===== src/rtl/coin_pkg.sv =====
// Shared types and constants for the coin payout slice: FSM states,
// denomination values and the coin-select code passed from selector to FSM.
package coin_pkg;

    typedef enum logic [2:0] {
        IDLE,
        SELECT,
        EJECT,
        WAIT,
        DONE
    } state_t;

    localparam int ONE  = 1;
    localparam int TWO  = 2;
    localparam int FIVE = 5;

    typedef enum logic [1:0] {
        NONE,
        C1,
        C2,
        C5
    } coin_sel_t;

    // Face value of a selected coin; NONE is worth nothing.
    function automatic logic [2:0] coin_value(input coin_sel_t c);
        case (c)
            C1:      return 3'(ONE);
            C2:      return 3'(TWO);
            C5:      return 3'(FIVE);
            default: return 3'd0;
        endcase
    endfunction

endpackage


===== src/rtl/coin_select.sv =====
// Greedy coin selector: the largest denomination that fits the amount
// still owed and is in stock, or NONE when nothing qualifies.
module coin_select
    import coin_pkg::*;
#(
    parameter int AMT_W = 4,
    parameter int INV_W = 4
) (
    input  logic [AMT_W-1:0] remaining,
    input  logic [INV_W-1:0] inv_ones,
    input  logic [INV_W-1:0] inv_twos,
    input  logic [INV_W-1:0] inv_fives,
    output coin_sel_t        sel
);

    always_comb begin
        sel = NONE;
        if (remaining >= AMT_W'(FIVE) && inv_fives != '0) begin
            sel = C5;
        end else if (remaining >= AMT_W'(TWO) && inv_twos != '0) begin
            sel = C2;
        end else if (remaining >= AMT_W'(ONE) && inv_ones != '0) begin
            sel = C1;
        end
    end

endmodule


===== src/rtl/coin_payout.sv =====
// Change-payout controller: pays a requested amount one coin at a time to a
// hopper, waiting for its acknowledge, and keeps per-denomination inventory.
module coin_payout
    import coin_pkg::*;
#(
    parameter int AMT_W   = 4,
    parameter int INV_W   = 4,
    parameter int TIMEOUT = 8
) (
    input  logic             clk,
    input  logic             resetn,
    // req_valid/req_ready: a request transfers on a rising edge where both are
    // high; req_ready depends only on state (high in IDLE), never on req_valid.
    input  logic             req_valid,
    input  logic [AMT_W-1:0] req_amount,
    output logic             req_ready,
    input  logic             load,
    input  logic [INV_W-1:0] load_ones,
    input  logic [INV_W-1:0] load_twos,
    input  logic [INV_W-1:0] load_fives,
    input  logic             hop_done,
    output logic             oneout,
    output logic             twoout,
    output logic             fiveout,
    output logic             busy,
    output logic             done,
    output logic             short,
    output logic             fault,
    output logic [AMT_W-1:0] remaining,
    output logic [INV_W-1:0] inv_ones,
    output logic [INV_W-1:0] inv_twos,
    output logic [INV_W-1:0] inv_fives,
    output state_t           state_dbg
);

    // The wait counter only needs to reach TIMEOUT-1 before leaving WAIT.
    localparam int CNT_W = (TIMEOUT > 1) ? $clog2(TIMEOUT) : 1;
    localparam logic [CNT_W-1:0] WAIT_LAST = CNT_W'(TIMEOUT - 1);

    state_t           state_q, state_d;
    logic [AMT_W-1:0] remaining_q;
    logic [INV_W-1:0] inv1_q, inv2_q, inv5_q;
    coin_sel_t        sel, sel_q;
    logic [CNT_W-1:0] wait_cnt;
    logic             fault_q;
    logic             wait_expired;

    coin_select #(
        .AMT_W (AMT_W),
        .INV_W (INV_W)
    ) u_select (
        .remaining (remaining_q),
        .inv_ones  (inv1_q),
        .inv_twos  (inv2_q),
        .inv_fives (inv5_q),
        .sel       (sel)
    );

    assign wait_expired = (wait_cnt == WAIT_LAST);

    always_ff @(posedge clk) begin
        if (!resetn) begin
            state_q <= IDLE;
        end else begin
            state_q <= state_d;
        end
    end

    always_comb begin
        state_d = state_q;
        case (state_q)
            IDLE:    if (req_valid) state_d = SELECT;
            // NONE covers both a fully paid amount and an empty hopper.
            SELECT:  state_d = (sel == NONE) ? DONE : EJECT;
            EJECT:   state_d = WAIT;
            WAIT: begin
                if (hop_done) begin
                    state_d = SELECT;
                end else if (wait_expired) begin
                    state_d = DONE;
                end
            end
            DONE:    state_d = IDLE;
            default: state_d = IDLE;
        endcase
    end

    always_ff @(posedge clk) begin
        if (!resetn) begin
            remaining_q <= '0;
            inv1_q      <= '0;
            inv2_q      <= '0;
            inv5_q      <= '0;
            sel_q       <= NONE;
            wait_cnt    <= '0;
            fault_q     <= 1'b0;
        end else begin
            case (state_q)
                IDLE: begin
                    if (load) begin
                        inv1_q <= load_ones;
                        inv2_q <= load_twos;
                        inv5_q <= load_fives;
                    end
                    if (req_valid) begin
                        remaining_q <= req_amount;
                    end
                end
                SELECT: begin
                    sel_q <= sel;
                end
                EJECT: begin
                    case (sel_q)
                        C1:      inv1_q <= inv1_q - INV_W'(1);
                        C2:      inv2_q <= inv2_q - INV_W'(1);
                        C5:      inv5_q <= inv5_q - INV_W'(1);
                        default: ;
                    endcase
                    remaining_q <= remaining_q - AMT_W'(coin_value(sel_q));
                    wait_cnt    <= '0;
                end
                WAIT: begin
                    wait_cnt <= wait_cnt + CNT_W'(1);
                    // The ejected coin stays deducted even when the hopper times out.
                    if (!hop_done && wait_expired) begin
                        fault_q <= 1'b1;
                    end
                end
                DONE: begin
                    fault_q <= 1'b0;
                end
                default: ;
            endcase
        end
    end

    assign req_ready = (state_q == IDLE);
    assign busy      = (state_q != IDLE);
    assign done      = (state_q == DONE);
    assign short     = done && (remaining_q != '0) && !fault_q;
    assign fault     = done && fault_q;
    assign oneout    = (state_q == EJECT) && (sel_q == C1);
    assign twoout    = (state_q == EJECT) && (sel_q == C2);
    assign fiveout   = (state_q == EJECT) && (sel_q == C5);
    assign remaining = remaining_q;
    assign inv_ones  = inv1_q;
    assign inv_twos  = inv2_q;
    assign inv_fives = inv5_q;
    assign state_dbg = state_q;

endmodule


===== config.mk =====
export PLATFORM = sky130hd
export DESIGN_NAME = coin_payout
export DESIGN_NICKNAME = d
export VERILOG_FILES = /design/src/rtl/coin_pkg.sv /design/src/rtl/coin_select.sv /design/src/rtl/coin_payout.sv
export SDC_FILE = /design/constraint.sdc
export NUM_CORES = 1
export LEC_CHECK = 0
export CORE_MARGIN = 2
export CORE_UTILIZATION = 30
export DETAILED_ROUTE_END_ITERATION = 8
export PLACE_DENSITY = 0.54
export SETUP_SLACK_MARGIN = 0.4
export SYNTH_ARGS = -nofsm -noshare
export SYNTH_HDL_FRONTEND = slang
export SYNTH_SLANG_ARGS = --single-unit

===== constraint.sdc =====
create_clock -name clk -period 2.2 [get_ports clk]
set_input_delay 0.22 -clock clk [delete_from_list [all_inputs] [get_ports clk]]
set_output_delay 0.22 -clock clk [all_outputs]
set_load 0.005 [all_outputs]

==> results of run 1 <==
[metal layers]
metal / track usage / vias to the layer above
met5: 0 / -
met4: 0.06727 / 0
met3: 0.02370 / 7
met2: 0.2681 / 35
met1: 0.2214 / 778
li1: - / 853
[sequential cells by signal, indices dropped and copies added (netlist names)]
register / count
remaining: 4
inv_fives: 4
inv_twos: 4
sel_q: 2
wait_cnt: 3
inv_ones: 4
fault_q: 1
state_dbg: 3
[worst register-to-register path: stages, from the launching register on]
cell,delay (ps)
dfxtp_4,360
or3b_4,420
buf_4,170
buf_6,140
o21a_4,210
o21a_1,180
o21a_1,150
[final cells by class]
class | count | area, µm² | area share
clock inverters | 1 | 7.507 | 0.003181
clock buffers | 3 | 41.29 | 0.01750
repair buffers | 65 | 618.1 | 0.2619
flip-flops and latches | 25 | 511.7 | 0.2169
multi-input cells | 156 | 1041 | 0.4411
inverters | 14 | 52.55 | 0.02227
well taps | 70 | 87.58 | 0.03712
[cells in the mapped netlist (4+ instances only)]
cell / number
nand2_1: 20
inv_1: 13
o21a_1: 5
o21ai_0: 12
nor2_1: 13
nor2b_1: 4
or3_1: 5
a21oi_1: 20
nand2b_1: 6
dfxtp_1: 25
buf_2: 4
nand3_1: 7
ha_1: 8
clkbuf_1: 6
nor3b_1: 7
a211oi_1: 4
nor3_1: 7
[worst paths after layout]
kind | from | endpoint | slack [ps] | cells past startpoint
setup reg to reg | state_dbg[0] | inv_twos[2] | 470 | 6
setup / recovery | state_dbg[0] | inv_twos[2] | 470 | 6
hold reg to reg | wait_cnt[2] | wait_cnt[2] | 470 | 2
hold / removal | wait_cnt[2] | wait_cnt[2] | 470 | 2
[logic make-up after synthesis]
kind of cell	synth area share
AND/OR/NAND/NOR	0.2954
flip-flops	0.3185
XOR/XNOR	0.005574
adder cells (fa/ha/maj)	0.07644
buffers and inverters	0.06051
AO/OA/AOI/OAI	0.2437
[stage by stage]
| step | std cells | setup slack, ps | utilization | total power [mW] |
|---|---|---|---|---|
| after floorplan | 205 | 605.8 | - | 1.258 |
| after global placement | 324 | 336.0 | 0.4290 | 1.722 |
| after detailed placement | 324 | 336.6 | 0.4290 | 1.724 |
| after CTS | 332 | 271.3 | 0.4519 | 2.079 |
| after global routing | 334 | 372.9 | 0.4650 | 2.288 |
| final | 334 | 470.0 | 0.4650 | 2.113 |
[power groups by stage]
| stage | Combinational, mW | Sequential [mW] | Clock, mW |
|---|---|---|---|
| after detailed placement | 1.05 | 0.678 | 0 |
| after global routing | 1.26 | 0.699 | 0.328 |
| after floorplan | 0.599 | 0.659 | 0 |
| final | 1.14 | 0.674 | 0.299 |
| after global placement | 1.04 | 0.679 | 0 |
| after CTS | 1.10 | 0.668 | 0.310 |
[timing repair]
item	CTS	global route
gates cloned	0	0
resized for setup	17	16
pin swaps	2	3
setup buffers	4	2
setup endpoints to repair	9	14
endpoints found under the hold margin	0	0
==> results summary, run 1 <==
The run finished with clean final reports. Adding up every negative setup slack in the final design gives 0 ps. In this run the core area contains 26 standard-cell rows. In this run, CTS created clock tree buffers numbering 3.

The number of synthesized register bits came out at 25. The count of buffers from port buffering came out at between 40 and 50. Data on the critical path is required at its endpoint by between 2000 and 2500 ps. The number of ports placed on the die boundary is 48. The total grt overflow is 0.

The cell area after layout is ~2400 µm². STA classifies the critical path endpoint as a flip-flop. The top cell types in the final layout, fill and taps aside, are 39 x clkdlybuf4s50_1, 20 x nand2_1, 20 x a21oi_1, 20 x dfxtp_1, 15 x buf_4. In the synthesized netlist the async set-or-reset flop fraction comes to 0. Counting every sink on the clock net gives 25. The share of total power dissipated in the clock network is 0.142. Clock skew on the completed layout was measured at roughly 7.9 ps.

The ratio of total power to cell area came out at between 800 and 900 nW/µm². The cell area after placement is about 2200 µm². The total number of H-tree levels came out at 1. The first global-routing pass estimated roughly 7800 µm of wire.

The via count of the first global-routing pass came out at 1587. Leaving out fill and tap cells, the most frequent cell in the layout is clkdlybuf4s50_1. The routability-driven placement congestion ratio is 0.7885. Once detail routing completed, the nets flagged for antenna violations numbered 0. STA classifies the critical path startpoint as a flip-flop. The detailed router used layers up to and including met4. Summed over all layers, the routed wires come to between 4000 and 5000 µm.

The final layout contains 295 nets. The critical path's largest stage delay is 420 ps. The post-synth net total is 235. The most numerous cell type found on the critical path is o21a_1. The final number of setup-violating endpoints came out at 0. Counting flops with a built-in enable in the synthesized netlist gives 0. The pin count of the biggest net entering global routing came out at 18. The critical path goes through or3b_4 -> buf_4 -> buf_6 -> o21a_4 -> o21a_1 -> o21a_1.

Among cell families on the critical path, the largest total delay comes from compound AO/OA/AOI/OAI gates. The average size of a mapped cell is around 7.7 µm². The full die area is roughly 6000 µm². The tool flagged a number of max-cap violations equal to 0.

The floorplan step set the die width to 76.38 µm. The data arrival time of the worst path came out at 1920 ps. In this run the deepest clock path goes through 2 buffers.

Ranked by total cell area, the synthesized netlist is headed by dfxtp_1 32%, a21oi_1 6.4%, ha_1 6.4%, nand2_1 4.8%, o21ai_0 3.8%. The part of the power in combinational logic is 0.539. The maximum fanout encountered on the critical timing path came out at 11. The gate count after technology mapping is 205.

The worst hold slack is about 470 ps. The routed wire length on met2 came out at around 2100 µm. For this run, the detailed router's first-pass iteration total came to 4. For the pin with the worst max-slew slack, the measured transition is about 530 ps. Timing would allow up to between 500 and 600 MHz. The switching power share of the total is 0.3912. The final critical-path share of the clock period is 0.7864. The internal portion of total power came out at 1.287 mW.

IR analysis of the VDD net gives a maximum drop of between 0.3 and 0.4 mV. The post-route met1 wirelength came out at 2326 µm. Summed over all nets, wire length on met3 after detailed routing comes to 145 µm. The average vias per placed instance came out at between 5 and 6.

The post-synthesis cell area came out at between 1500 and 2000 µm². The Yosys step of the flow raised 0 warnings. For this run, the leading register cell type out of synthesis is dfxtp_1.

TritonCTS built the clock tree. Summed over all instances, the cell type with the most area after synthesis is dfxtp_1. The proportion of layout cells with a drive suffix above 1 came out at 0.1515.

The source-to-sink clock delay at the later pin of the worst-skew pair is 280 ps. The reported leakage power came out at roughly 0.95 nW. The number of antenna violations at the first check in global routing is 0.

The count of endpoints failing hold in the final timing report is 0. The area share of the largest cell type after synthesis came out at 0.3185. The worst pin sits at a relative slew slack of 0.6423.

The total half-perimeter wirelength after legalization and detailed placement came out at ~3300 µm. The placeable core region is 5075 µm². The total count of max-transition violations in the final report is 0. For this run, the total global-route usage over all layers was measured as 0.1657. The relative area change from synthesis to final layout came out at 50.16%. The net load switching power came out at around 830 µW. The clock slew at the register clock pins of the worst setup and hold paths came out at roughly 100 ps. The count of cell types in the netlist is 44. The violation count after the first detailed-routing iteration came out at between 60 and 70.

The worst setup path is of the flip-flop to flip-flop kind. The slowest stage of the critical path belongs to the cell or3b_4. The per-cell routed wire length is between 10 and 15 µm.

Setup repair after global routing could not meet its margin everywhere. For this configuration, the core starts out at a cell density of 0.3097. The shortest period the worst path allows is approximately 1700 ps. The path type of the worst min-delay path is flip-flop to flip-flop. The sequential power share came out at 0.319. For this run, design rule violations remaining after detail routing come to 0. CTS placed an instance of clkbuf_8 at the clock tree root. The number of hold buffers added after CTS was 0. The buffering stage count on the worst path with inverters included is 2. The number of antenna cells inserted came out at 0. The number of fill cells in the layout came out at between 500 and 600. The via count of the routed design is roughly 1700.

Of the synthesized area, sequential elements account for 0.3185. The height of the die came out at 76.38 µm.
(Power assumes the default switching activity.)
==> run 2: changes to the inputs <==
- PLACE_DENSITY: 0.54 -> 0.56
- clock period: 2.2 -> 1.59 ns (I/O delays scaled with it)
==> run 2 against run 1 <==
Net effect:
- the flow now finishes with violations (setup timing)
- non-clock buffer count up 52
- sequential cell count unchanged
- sequential share of layout area down 5.0 points
- via count up 16%
- highest routed layer unchanged
- design area up 35%
- clock power up 39%
- worst hold slack worse by 14 ps
- clock skew up 1.9 ps
- wire length up 24%
==> results summary, run 2 (synthesis results as in run 1) <==
The run finished, with violations left. The largest clock skew in the final design is approximately 10 ps. The number of ports placed on the die boundary came out at between 40 and 50. The final-stage net count came out at 347.

The highest achievable clock rate came out at between 500 and 600 MHz. The setup slack after layout is -111.6 ps. Final hold analysis gives a worst-case slack of ~460 ps. The endpoint identified for the worst register-to-register timing path is inv_twos[2]. The master cell of the clock root buffer is clkbuf_8. The number of clock buffers inserted by TritonCTS is 3. The iteration count of the initial detailed-routing pass is 4. The cell area after layout came out at approximately 3200 µm². The average vias per placed instance came out at 5.039. The placeable core region came out at between 5000 and 6000 µm². The measured slew at the worst slew-check pin is ~240 ps. The relative area change from synthesis to final layout came out at 102.4%. In this run the number of H-tree levels came out at 1. The number of antenna cells inserted is 0.

For this run, the slowest stage of the critical path takes 540 ps. STA classifies the critical path endpoint as a flip-flop. Dividing the final minimum period by the clock period gives 1.070. The checks that failed: setup timing. The later pin in the worst-skew pair is clocked with a latency of 290 ps. On the critical path the largest part of the delay comes from simple AND/OR/NAND/NOR gates. The total count of max-transition violations in the final report is 0. The count of endpoints failing hold in the final timing report came to 0. The effective utilization at floorplan is 0.3097.

The quantity of hold-fixing buffers added after cts came out at 0. The via count of the first global-routing pass came out at between 1500 and 2000. Headroom to the max-slew limit came out at 0.8382. The routed layout has 1945 vias. The cell depth of the worst hold path came out at 3. Across the run, the number of max-cap violations was 0. Entering global routing, the biggest net connects 18 pins. Counting every sink on the clock net gives 25. The final number of setup-violating endpoints is 12. The worst register-to-register path begins at state_dbg[2]. The most used cell along the critical path is o21a_1. The floorplan step defined a die boundary enclosing 5833 µm². The overall die width is about 76 µm. The number of antenna violations at the first check in global routing was 0. The worst path in the final design needs a cycle of 1702 ps, including I/O delays and setup. The total half-perimeter wirelength after legalization and detailed placement came out at 3440 µm. The library cell used most frequently in the layout, excluding fill and tap cells, is buf_4. The height of the die came out at 76.38 µm. The overall global routing resource usage is 0.1923. The worst hold path terminates at remaining[1]. The clock slew at the register clock pins of the worst setup and hold paths is about 100 ps. The maximum buffer depth of the clock tree came out at 2. The floorplan has 26 rows. The buffering stage count on the worst path with inverters included came out at 2.

The data required time of the worst path is 1780 ps. The summed negative setup slack over all endpoints came out at -519.0 ps. The cell count of the worst reg-to-reg path came out at 6. The routability-driven placement congestion ratio came out at ~0.77. Data on the critical path arrives at its endpoint at 1900 ps. The library cell contributing the largest single delay on the critical path is or4b_4.

The number of fill cells in the layout came out at between 400 and 500. The reported leakage power is around 1.3 nW. The beginning of the worst hold path is req_amount[1]. The global-route wire length before repair came out at around 9100 µm. The number of remaining DRC errors is 0.

TritonCTS built the clock tree. Power spread over the standard cell area amounts to about 1300 nW/µm². The cell area after placement came out at about 2400 µm². The total wire length came out at ~5800 µm.

The area of the multi-input gates is 1331 µm². Leaving out fill and tap cells, the most frequent cells in the layout are 38 x buf_4, 33 x buf_6, 24 x clkdlybuf4s50_1. For flop-to-flop paths, the worst setup slack is -110 ps. The critical path goes through buf_8 -> buf_6 -> or4b_4 -> o21a_4 -> o21a_1 -> o21a_1. The violation count after the first detailed-routing iteration came out at 61. The completed layout was analyzed and its total power is roughly 4 mW. The kind of critical path is flip-flop to flip-flop.

Across the VDD grid, the largest voltage drop is a little under 0.8 mV. In the final routed layout, each cell accounts on average for about 15 µm. During placement, the flow inserted port buffers numbering 47. In this run the worst path has a maximum fanout of 5. STA classifies the critical path startpoint as a flip-flop. The total grt overflow is 0.

The residual antenna-violating net count after detailed routing came out at 0. The path type of the worst min-delay path is primary input to flip-flop. Setup repair after global routing could not meet its margin everywhere.

The area occupied by registers is between 500 and 600 µm². Prior to clock tree synthesis, the placed netlist has a worst setup slack of -206.8 ps. The proportion of layout cells with a drive suffix above 1 came out at 0.5190.
[run 2: changes by cell type in the layout (fill, tap and decap cells not counted), sizes merged]
| cell | change |
|---|---|
| clkinv | +1 |
| clkdlybuf4s15 | +5 |
| clkinvlp | -1 |
| clkdlybuf4s50 | -15 |
| buf | +63 |
| dlymetal6s2s | -3 |
| dlygate4sd2 | +2 |
[run 2: how the worst max path moves through the flow]
stage / endpoint / slack [ps] / from / cells past startpoint
after global routing: inv_twos[1] / -170 / state_dbg[2] / 6
final: inv_twos[2] / -110 / state_dbg[2] / 6
after global placement: inv_twos[2] / -180 / load / 5
after detailed placement: inv_twos[2] / -210 / load / 5
after floorplan: inv_twos[2] / 40 / state_dbg[2] / 5
after CTS: inv_twos[2] / -90 / state_dbg[2] / 6
[run 2: per-stage QoR]
step / std cells / utilization
2_1_floorplan: 205 / -
3_3_place_gp: 343 / 0.4679
3_5_place_dp: 343 / 0.4679
4_1_cts: 379 / 0.5742
5_1_grt: 386 / 0.6267
6_report: 386 / 0.6267
[run 2: final cells by class]
cell class / instances / area share
timing repair buffer: 117 / 0.3541
inverter: 14 / 0.01810
clock inverter: 1 / 0.001574
tap: 70 / 0.02754
sequential: 25 / 0.1672
multi-input combinational: 156 / 0.4186
clock buffer: 3 / 0.01298
[run 2: timing repair]
action	CTS	global route
buffers inserted	31	7
pin swaps	25	17
endpoints found under the setup margin	49	44
gates cloned	1	0
gates resized for setup	142	49
[run 2: report_power, final]
| group | switching [mW] | total, mW | internal, mW |
|---|---|---|---|
| Combinational | 1.15 | 2.66 | 1.51 |
| Clock | 0.240 | 0.416 | 0.177 |
| Sequential | 0.127 | 0.907 | 0.780 |
| Total | 1.52 | 3.99 | 2.46 |
[run 2: tightest hold or removal path, cell delays in order]
cell and delay (ps):
clkdlybuf4s50_1 410, nand2_1 70, a311oi_1 80
[run 2: metal layers]
| layer | GRT usage | part of all wire | wire [µm] | vias to the layer above |
|---|---|---|---|---|
| met4 | 0.04000 | 0.014 | 83 | 0 |
| met5 | 0 | 0 | 0 | - |
| met3 | 0.04621 | 0.036 | 207 | 8 |
| met1 | 0.2242 | 0.41 | 2400 | 940 |
| met2 | 0.3558 | 0.54 | 3107 | 38 |
| li1 | - | - | - | 959 |
==> run 3: changes to the inputs <==
--- a/config.mk
+++ b/config.mk
@@ -8,4 +8,5 @@
 export CORE_MARGIN = 2
 export CORE_UTILIZATION = 30
+export CTS_CLUSTER_SIZE = 8
 export DETAILED_ROUTE_END_ITERATION = 8
 export PLACE_DENSITY = 0.56
==> constraint.sdc (replaced) <==
create_clock -name clk -period 1.59 [get_ports clk]
set_input_delay 0.159 -clock clk [delete_from_list [all_inputs] [get_ports clk]]
set_output_delay 0.159 -clock clk [all_outputs]
set_load 0.1 [all_outputs]
==> run 3 against run 2 <==
Net effect:
- the run still ends with setup timing left
- setup slack improved by 41 ps
- clock skew decreased by 4.3 ps
- power increased by 41%
- sequential power increased by 14%
- combinational power increased by 58%
- fmax increased by 2.4%
- critical path type unchanged
- critical endpoint is now inv_fives[3]
==> results summary, run 3 (synthesis results as in run 1) <==
The library cell used most frequently in the layout, excluding fill and tap cells, is buf_4. VDD sags by at most about 1.0 mV. The post-route total power came out at ~5.6 mW. The via count of the first global-routing pass is 1918.

The sequential power share is 0.183. For this block, the initial DRC count from the detailed router was 70. In this run the core area contains 26 standard-cell rows.

The measured slew at the worst slew-check pin came out at just over 300 ps. The total count of max-transition violations in the final report was 0. The routability-driven placement congestion ratio is between 0.7 and 0.8.

The overall global routing resource usage is 0.1833. The worst register-to-register path ends at inv_fives[3]. The per-cell routed wire length is about 15 µm.

The kind of end point of the critical path is a flip-flop. The initial utilization of the core area, before any placement, comes to 0.3097. The critical path starts at state_dbg[1].

In this run, CTS created clock tree buffers numbering 3. The min-delay analysis places its worst path in the category primary input to flip-flop. In the final layout, the share of cells above drive strength 1 is 0.6171. Following the worst setup path forward leads to its endpoint at inv_fives[3].

The total grt overflow is 0. The flow ran to the end, but the final reports show violations. The remaining max-slew budget at the tightest pin came out at 0.7946. The count of endpoints failing hold in the final timing report is 0. The first global-routing pass estimated between 8000 and 9000 µm of wire. In this run the critical register-to-register path is launched from state_dbg[1]. Setup repair after global routing could not meet its margin everywhere. The data required time of the worst path came out at about 1800 ps.

The final number of setup-violating endpoints is 8. The clock network fraction of total power came out at 0.073. The top cell types in the final layout, fill and taps aside, are 47 x buf_4, 28 x buf_12, 20 x clkdlybuf4s50_1.

The worst setup path is launched from a flip-flop. The part of the power in combinational logic is 0.744. CTS built an H-tree with a depth of 1. In this run the worst path has a maximum fanout of 5.

The data arrival time of the worst path is around 1900 ps. The number of ports placed on the die boundary is between 40 and 50. The internal portion of total power came out at around 2.9 mW.

The full die area came out at approximately 5800 µm². The first detailed-routing pass ran for 4 iterations. The relative area change from synthesis to final layout came out at 124.6%. The setup slack at placement came out at -218.6 ps.

The routed design could run at a clock period as short as roughly 1700 ps. For this run, the top clock speed supported by timing is between 600 and 700 MHz. The number of remaining DRC errors came out at 0. In the routed layout, each cell is associated on average with a via count of around 4.9. Summed over all layers, the routed wires come to between 5000 and 6000 µm. The total clock sinks came out at 25. The setup slack after layout is -71.05 ps. The ratio of total power to cell area came out at around 1600 nW/µm². The repair_antennas step left the layout with diodes totalling 0. The overall die width is between 70 and 80 µm. Dividing the final minimum period by the clock period gives 1.045. The internal reg-to-reg setup slack is -70 ps. TritonCTS built the clock tree.

The clock slew at the register clock pins of the worst setup and hold paths came out at approximately 100 ps. The maximum buffer depth of the clock tree is 2. The largest clock skew in the final design is around 5.6 ps.

The net load switching power is about 2.7 mW. The source-to-sink clock delay at the later pin of the worst-skew pair is approximately 280 ps. The count of buffers from port buffering is 47. The number of antenna violations at the first check in global routing is 0.

The cell count of the worst reg-to-reg path is 6. The beginning of the worst hold path is req_amount[1]. The residual antenna-violating net count after detailed routing is 0. The max capacitance violation total came out at 0. Of the total power, the share spent switching nets is 0.4783. CTS placed an instance of clkbuf_8 at the clock tree root.

The total half-perimeter wirelength after legalization and detailed placement is about 3600 µm. The checks that failed: setup timing. The via count of the routed design is between 1500 and 2000. Once layout is complete, the utilization of the core stands at 0.6955.

The pin count of the biggest net entering global routing is 18. The height of the die came out at 76.38 µm. The worst setup path is of the flip-flop to flip-flop kind. The quantity of hold-fixing buffers added after cts is 0. The final-stage net count is between 300 and 400. The reported leakage power is between 1 and 1.5 nW. The placeable core region is 5075 µm².
[run 3: routing by layer]
metal	share of wire	track usage	vias up	wire (µm)
met5	0	0	-	0
met2	0.49	0.2973	44	2820
li1	-	-	959	-
met1	0.46	0.2513	898	2620
met4	0.013	0.04909	0	72
met3	0.038	0.03199	8	220
[run 3: area by class of cell]
type	instances	area, µm²
inverter	14	63.81
sequential	25	560.5
fill	379	1545
multi-input combinational	156	1389
clock buffer	4	45.04
timing repair buffer	117	1384
tap	70	87.58
[run 3: what timing repair did]
action,4_1_cts,5_1_grt
endpoints found under the hold margin,0,0
setup buffers,24,12
endpoints found under the setup margin,34,35
gates resized for setup,57,36
pin swaps,28,25
[run 3: power by group through the flow]
stage                     clock network [mW]  logic [mW]  registers, mW
after floorplan                            0        1.34           1.75
after global routing                   0.450        4.42           1.06
after global placement                     0        3.25           1.02
final                                  0.411        4.19           1.03
after detailed placement                   0        3.27           1.02
after CTS                              0.419        3.80           1.03
[run 3: worst min path at each step]
stage	end	cells past startpoint
after floorplan	remaining[1]	2
after global placement	wait_cnt[2]	2
after detailed placement	wait_cnt[1]	2
after CTS	remaining[1]	3
after global routing	inv_ones[0]	3
final	remaining[1]	3
[run 3: worst max-delay path, cell delays in order, from the launching register on]
cell      delay [ps]
dfxtp_4          370
buf_6            120
or4b_4           540
buf_4            170
o22ai_2          100
o311ai_1         130
a31oi_1          160
[run 3: stage by stage]
| stage | cell area, µm² | hold slack (ps) | instances | setup TNS [ps] |
|---|---|---|---|---|
| after floorplan | 1853 | 311.0 | 205 | -3990 |
| after global placement | 2839 | 442.7 | 346 | -1104 |
| after detailed placement | 2839 | 455.9 | 346 | -1195 |
| after CTS | 3283 | 457.6 | 374 | -216.8 |
| after global routing | 3530 | 474.3 | 386 | -1185 |
| final | 3530 | 455.2 | 386 | -369.3 |
